$ cat config.mk
export PLATFORM = sky130hd
export DESIGN_NAME = bdf_sched_sequencer
export DESIGN_NICKNAME = d
export VERILOG_FILES = /design/src/rtl/bdf_sched_sequencer.sv
export SDC_FILE = /design/constraint.sdc
export NUM_CORES = 1
export LEC_CHECK = 0
export BUFFER_PORTS_ARGS = -buffer_cell sky130_fd_sc_hd__buf_2
export CORE_MARGIN = 1
export CORE_UTILIZATION = 40
export CTS_CLUSTER_SIZE = 28
export DETAILED_ROUTE_END_ITERATION = 16
export GPL_ROUTABILITY_DRIVEN = 0
export GPL_TIMING_DRIVEN = 0
export SYNTH_ARGS = -nofsm -noshare
export SYNTH_HDL_FRONTEND = slang
export SYNTH_SLANG_ARGS = --single-unit
$ cat constraint.sdc
create_clock -name clk -period 6.9 [get_ports clk]
set_input_delay 1.035 -clock clk [delete_from_list [all_inputs] [get_ports clk]]
set_output_delay 1.035 -clock clk [all_outputs]
set_load 0.05 [all_outputs]
$ cat src/rtl/bdf_sched_sequencer.sv
`default_nettype none
// ============================================================================
// Module   : bdf_sched_sequencer
// Purpose  : Cyclic schedule sequencer for the BDF buffer array. A static
//            schedule of ITER_PERIOD rows is loaded serially (one row per
//            load_ctrl cycle), then replayed row by row on start, wrapping
//            every iteration, producing per-buffer wr/rd toggle strobes.
//            A stop request halts replay at the next iteration boundary.
// Ports    : clk            - clock, rising edge
//            rst            - asynchronous active-low reset
//            load_ctrl      - write ctrl_in into next table row
//            start_ctrl     - begin cyclic replay (READY only)
//            stop_ctrl      - halt at end of current iteration
//            ctrl_in        - schedule row, bit 2i = wr, bit 2i+1 = rd of buffer i
//            buff_wr_toggle - per-buffer write toggle strobe
//            buff_rd_toggle - per-buffer read toggle strobe
//            tbl_valid      - complete table loaded
//            running        - replay active (RUN or STOP_PEND)
//            iter_done      - pulse concurrent with last row output
//            iter_count     - completed iterations since start, saturating
//            cfg_err        - sticky illegal-command flag
// Revision : 1.0 - initial release
// ============================================================================
module bdf_sched_sequencer #(
    parameter int NUM_BUFFS   = 12,
    parameter int CTRL_WIDTH  = NUM_BUFFS * 2,
    parameter int ITER_PERIOD = 48,
    parameter int CNT_WIDTH   = 16
) (
    input  logic                  clk,
    input  logic                  rst,
    input  logic                  load_ctrl,
    input  logic                  start_ctrl,
    input  logic                  stop_ctrl,
    input  logic [CTRL_WIDTH-1:0] ctrl_in,
    output logic [NUM_BUFFS-1:0]  buff_wr_toggle,
    output logic [NUM_BUFFS-1:0]  buff_rd_toggle,
    output logic                  tbl_valid,
    output logic                  running,
    output logic                  iter_done,
    output logic [CNT_WIDTH-1:0]  iter_count,
    output logic                  cfg_err
);

    localparam int                 C_PTR_W    = (ITER_PERIOD > 1) ? $clog2(ITER_PERIOD) : 1;
    localparam logic [C_PTR_W-1:0] C_LAST_ROW = C_PTR_W'(ITER_PERIOD - 1);
    localparam logic [C_PTR_W-1:0] C_ROW_ONE  = C_PTR_W'(1);

    typedef enum logic [2:0] {
        S_IDLE      = 3'd0,
        S_LOAD      = 3'd1,
        S_READY     = 3'd2,
        S_RUN       = 3'd3,
        S_STOP_PEND = 3'd4
    } state_t;

    state_t                 state_q,      state_d;
    logic [C_PTR_W-1:0]     ptr_q,        ptr_d;
    logic [C_PTR_W-1:0]     step_q,       step_d;
    logic [CTRL_WIDTH-1:0]  row_out_q,    row_out_d;
    logic                   tbl_valid_q,  tbl_valid_d;
    logic                   running_q,    running_d;
    logic                   iter_done_q,  iter_done_d;
    logic [CNT_WIDTH-1:0]   iter_count_q, iter_count_d;
    logic                   cfg_err_q,    cfg_err_d;

    // Schedule storage: deliberately not reset; tbl_valid gates its use.
    logic [CTRL_WIDTH-1:0]  tbl_mem [ITER_PERIOD];
    logic                   tbl_we;
    logic [C_PTR_W-1:0]     tbl_waddr;

    always_comb begin
        state_d      = state_q;
        ptr_d        = ptr_q;
        step_d       = step_q;
        row_out_d    = '0;
        tbl_valid_d  = tbl_valid_q;
        iter_done_d  = 1'b0;
        iter_count_d = iter_count_q;
        cfg_err_d    = cfg_err_q;
        tbl_we       = 1'b0;
        tbl_waddr    = ptr_q;

        case (state_q)
            S_IDLE, S_READY: begin
                if (load_ctrl) begin
                    // A new load restarts the table; a concurrent start is
                    // still illegal, so the error flag follows start_ctrl.
                    tbl_we      = 1'b1;
                    tbl_waddr   = '0;
                    ptr_d       = C_ROW_ONE;
                    tbl_valid_d = 1'b0;
                    cfg_err_d   = start_ctrl;
                    state_d     = S_LOAD;
                end else if (start_ctrl) begin
                    if (state_q == S_IDLE) begin
                        cfg_err_d = 1'b1;
                    end else if (!stop_ctrl) begin
                        row_out_d    = tbl_mem[0];
                        step_d       = C_ROW_ONE;
                        iter_count_d = '0;
                        state_d      = S_RUN;
                    end
                end
            end

            S_LOAD: begin
                if (start_ctrl) begin
                    cfg_err_d = 1'b1;
                end
                if (load_ctrl) begin
                    tbl_we = 1'b1;
                    if (ptr_q == C_LAST_ROW) begin
                        ptr_d       = '0;
                        tbl_valid_d = 1'b1;
                        state_d     = S_READY;
                    end else begin
                        ptr_d = ptr_q + 1'b1;
                    end
                end
            end

            S_RUN, S_STOP_PEND: begin
                if (load_ctrl) begin
                    cfg_err_d = 1'b1;
                end
                // step_q == 0 means the next edge would present row 0 again:
                // that is the iteration boundary where a pending stop lands.
                if ((state_q == S_STOP_PEND) && (step_q == '0)) begin
                    state_d = S_READY;
                end else begin
                    row_out_d = tbl_mem[step_q];
                    step_d    = (step_q == C_LAST_ROW) ? '0 : step_q + 1'b1;
                    if (step_q == C_LAST_ROW) begin
                        iter_done_d = 1'b1;
                        if (iter_count_q != {CNT_WIDTH{1'b1}}) begin
                            iter_count_d = iter_count_q + 1'b1;
                        end
                    end
                    if ((state_q == S_RUN) && stop_ctrl) begin
                        state_d = S_STOP_PEND;
                    end
                end
            end

            default: begin
                state_d = S_IDLE;
            end
        endcase

        running_d = (state_d == S_RUN) || (state_d == S_STOP_PEND);
    end

    always_ff @(posedge clk or negedge rst) begin
        if (!rst) begin
            state_q      <= S_IDLE;
            ptr_q        <= '0;
            step_q       <= '0;
            row_out_q    <= '0;
            tbl_valid_q  <= 1'b0;
            running_q    <= 1'b0;
            iter_done_q  <= 1'b0;
            iter_count_q <= '0;
            cfg_err_q    <= 1'b0;
        end else begin
            state_q      <= state_d;
            ptr_q        <= ptr_d;
            step_q       <= step_d;
            row_out_q    <= row_out_d;
            tbl_valid_q  <= tbl_valid_d;
            running_q    <= running_d;
            iter_done_q  <= iter_done_d;
            iter_count_q <= iter_count_d;
            cfg_err_q    <= cfg_err_d;
        end
    end

    always_ff @(posedge clk) begin
        if (tbl_we) begin
            tbl_mem[tbl_waddr] <= ctrl_in;
        end
    end

    generate
        for (genvar i = 0; i < NUM_BUFFS; i++) begin : g_unpack
            assign buff_wr_toggle[i] = row_out_q[2*i];
            assign buff_rd_toggle[i] = row_out_q[2*i+1];
        end
    endgenerate

    assign tbl_valid  = tbl_valid_q;
    assign running    = running_q;
    assign iter_done  = iter_done_q;
    assign iter_count = iter_count_q;
    assign cfg_err    = cfg_err_q;

endmodule
`default_nettype wire

==> out/results.ini <==
[routing]
wl_per_cell_um=30.8
route.vias.total=25900
first_iter_violations=3173
antenna_left=0
post-route-drc-count=0
routed_via_density=5.96
first_pass_iters=5
drt-total-wl_um=134000

[setup_path]
endpoint_kind=register
required_ns=7.31
path_cells=buf_2, buf_4, buf_2, inv_2, clkbuf_1, ha_1, a21oi_2, a21oi_2, clkbuf_1, o221ai_1
critPathLaunchType=register
worstSetupPathType=reg2reg
slowest_delay_ns=0.91
startpoint=step_q[1]
cp_slowest_cell=clkbuf_1
worstReg2RegStart=step_q[1]
cp_data_arrival_time_ns=5.88
cp_max_fo=10

[synthesis]
synth_edf_count=1152
synth_nets=2468
syn_avg_cell_area_sq_um=19.6
synthCells=2435
yosysUniqueCellTypes=67
syn-cell-area_sq_mm=0.0476
yosysTopAreaCellShare_pct=72.6
yosys_warnings=0
ys_ff_latch=1211
yosys-top-cells-area=edfxtp_1 73%, mux4_2 11%, dfrtp_1 3.1%
seq_area_frac_synth_pct=75.7
synth-main-ff-cell=edfxtp_1
synth-async-reset-ratio_pct=4.87
yosysTopAreaCell=edfxtp_1

[placement]
port-buffer-count=72
hpwl_um=89600
place_area_sq_mm=0.0514

[sta]
min_period_ns=5.47
hold_viol_final=0
tightest_slew_ns=1.32
final_max_slew_viol_count=0
clock_skew_ns=0.0409
relSlewSlack_pct=12.3
rsz0062_at_grt=no
max_clock_freq_ghz=0.183
fin_crit_sh_pct=79.2
setup_viol=0

[clock_network]
clkTransAtPathRegs_ns=0.07
insertion_delay_ns=0.73
post_cts_resized=0
postCtsSetupRepairBufs=0
clock_path_buffers=3
hold_buffers=0
numCtsBuffers=121
clock_sinks=1211
root_buffer=clkbuf_16
cts_max_level=3
cts_tree=yes

[status]
status=finished, final reports clean

[floorplanning]
io_pins=73
die_h_um=347
die_w_um=347
initial_utilization_pct=40.4
rows=126
coreArea_sq_mm=0.118
die_area_sq_mm=0.121

[global_route]
grt_max_degree=49
track_usage_pct=22.1
antenna_found_initial=7
grt_pass1_vias=25900
grt.overflow.total=0
grt_pass1_wl_um=190000

[power_and_ir_drop]
seqPwrFrac_pct=43.8
power_switching_w=0.00527
power.density_mw_per_mm2=346
clock_power_share_pct=36.8
swShare_pct=27.3
power_frac_comb_pct=19.4
leakage_nw=17.9
p_int_w=0.0140
ir_drop_mv=0.250
total_power_w=0.0193

[cells_and_area]
final_common_cell=edfxtp_1
area_growth_pct=17.0
utilization_pct=47.2
num-nets-final=2724
final_cell_mix=1152 x edfxtp_1, 241 x mux4_2, 127 x nand2_1, 126 x clkbuf_16, 125 x buf_2
nFillCells=9617
drive_gt1_share_pct=26.3
fin_area_sq_mm=0.0557

[min_path]
hp-class=in2async

[job]
cap_violations=0

## worst max-delay path, delay by kind of cell (launching register included)
| family | cells | cell delay [ns] |
|---|---|---|
| AOI/OAI and AO/OA | 3 | 1.51 |
| DFF | 1 | 0.39 |
| buffers and inverters | 6 | 2.90 |
| adders and majority gates | 1 | 0.35 |
## flip-flops by register name (all words and copies together), names as in the netlist
signal      cells
tbl_mem      1152
row_out_q      24
iter_count     16
ptr_q           6
step_q          6
state_q         3
cfg_err         1
iter_done       1
running         1
tbl_valid       1
## routing by layer
| metal | wire [um] | global-route usage, % | part of all wire, % |
|---|---|---|---|
| met4 | 5080 | 7.77 | 3.8 |
| met3 | 12300 | 4.65 | 9.2 |
| met2 | 61600 | 34.2 | 46 |
| met1 | 54600 | 31.0 | 41 |
| met5 | 0 | 0 | 0 |
## logic make-up after synthesis
family / count (synthesis) / share of synthesized area (%)
AO/OA/AOI/OAI: 274 / 3.94
buffers and inverters: 155 / 1.63
AND/OR/NAND/NOR: 404 / 4.10
flip-flops: 1211 / 75.7
XOR/XNOR: 3 / 0.0552
adder cells (fa/ha/maj): 4 / 0.105
multiplexers: 384 / 14.5
## cells in the mapped netlist, types with 11 or more instances
| master | n |
|---|---|
| edfxtp_1 | 1152 |
| mux4_2 | 241 |
| nand2_1 | 127 |
| mux2i_1 | 124 |
| nor2_1 | 115 |
| a21oi_1 | 64 |
| dfrtp_1 | 59 |
| buf_2 | 54 |
| clkbuf_1 | 53 |
| o21ai_0 | 53 |
| nor2b_1 | 29 |
| nand3_1 | 23 |
| nor3_1 | 21 |
| a22oi_1 | 20 |
| o221ai_1 | 19 |
| o22ai_1 | 19 |
| buf_4 | 18 |
| mux2_2 | 18 |
| a211oi_1 | 17 |
| and3_1 | 17 |
| a221o_1 | 16 |
| or3_1 | 16 |
| nor4_1 | 15 |
| o211ai_1 | 12 |
| inv_1 | 11 |
## stage by stage
stage | hold WS (ns) | std cells | setup TNS [ns] | worst slack [ns]
2_1_floorplan | 0.453 | 2435 | 0 | 2.31
3_3_place_gp | 0.490 | 4043 | -27.26 | -1.14
3_5_place_dp | 0.486 | 4104 | 0 | 1.56
4_1_cts | 0.245 | 4334 | 0 | 1.55
5_1_grt | 0.267 | 4335 | 0 | 1.33
6_report | 0.259 | 4336 | 0 | 1.43
## cell type report
class | instances | area (sq um) | area share, %
clock inverter | 68 | 920 | 1.65
antenna | 2 | 5.00 | 0.00898
multi-input combinational | 1069 | 11100 | 20.0
inverter | 12 | 45.0 | 0.0808
buffer | 143 | 732 | 1.31
sequential | 1211 | 36100 | 64.7
clock buffer | 162 | 3430 | 6.15
tap | 1536 | 1920 | 3.45
timing repair buffer | 133 | 1460 | 2.62
## power groups by stage
stage	clock, W	combinational, W	sequential, W
final	0.00710	0.00374	0.00844
after global routing	0.00743	0.00392	0.00846
after CTS	0.00717	0.00373	0.00844
after detailed placement	0	0.00372	0.00859
after global placement	0	0.00347	0.00860
after floorplan	0	0.00224	0.00861
## path summary, 6_finish.rpt
| path | cells after the start | slack (ns) | endpoint |
|---|---|---|---|
| min | 1 | 0.26 | running |
| min in group clk | 2 | 0.50 | row_out_q[9] |
| min reg2reg | 2 | 0.50 | row_out_q[9] |
| max reg2reg | 10 | 1.43 | row_out_q[3] |
| max | 10 | 1.43 | row_out_q[3] |
| max in group asynchronous | 2 | 6.05 | row_out_q[21] |
No activity file was read; power rests on OpenSTA's default activity.
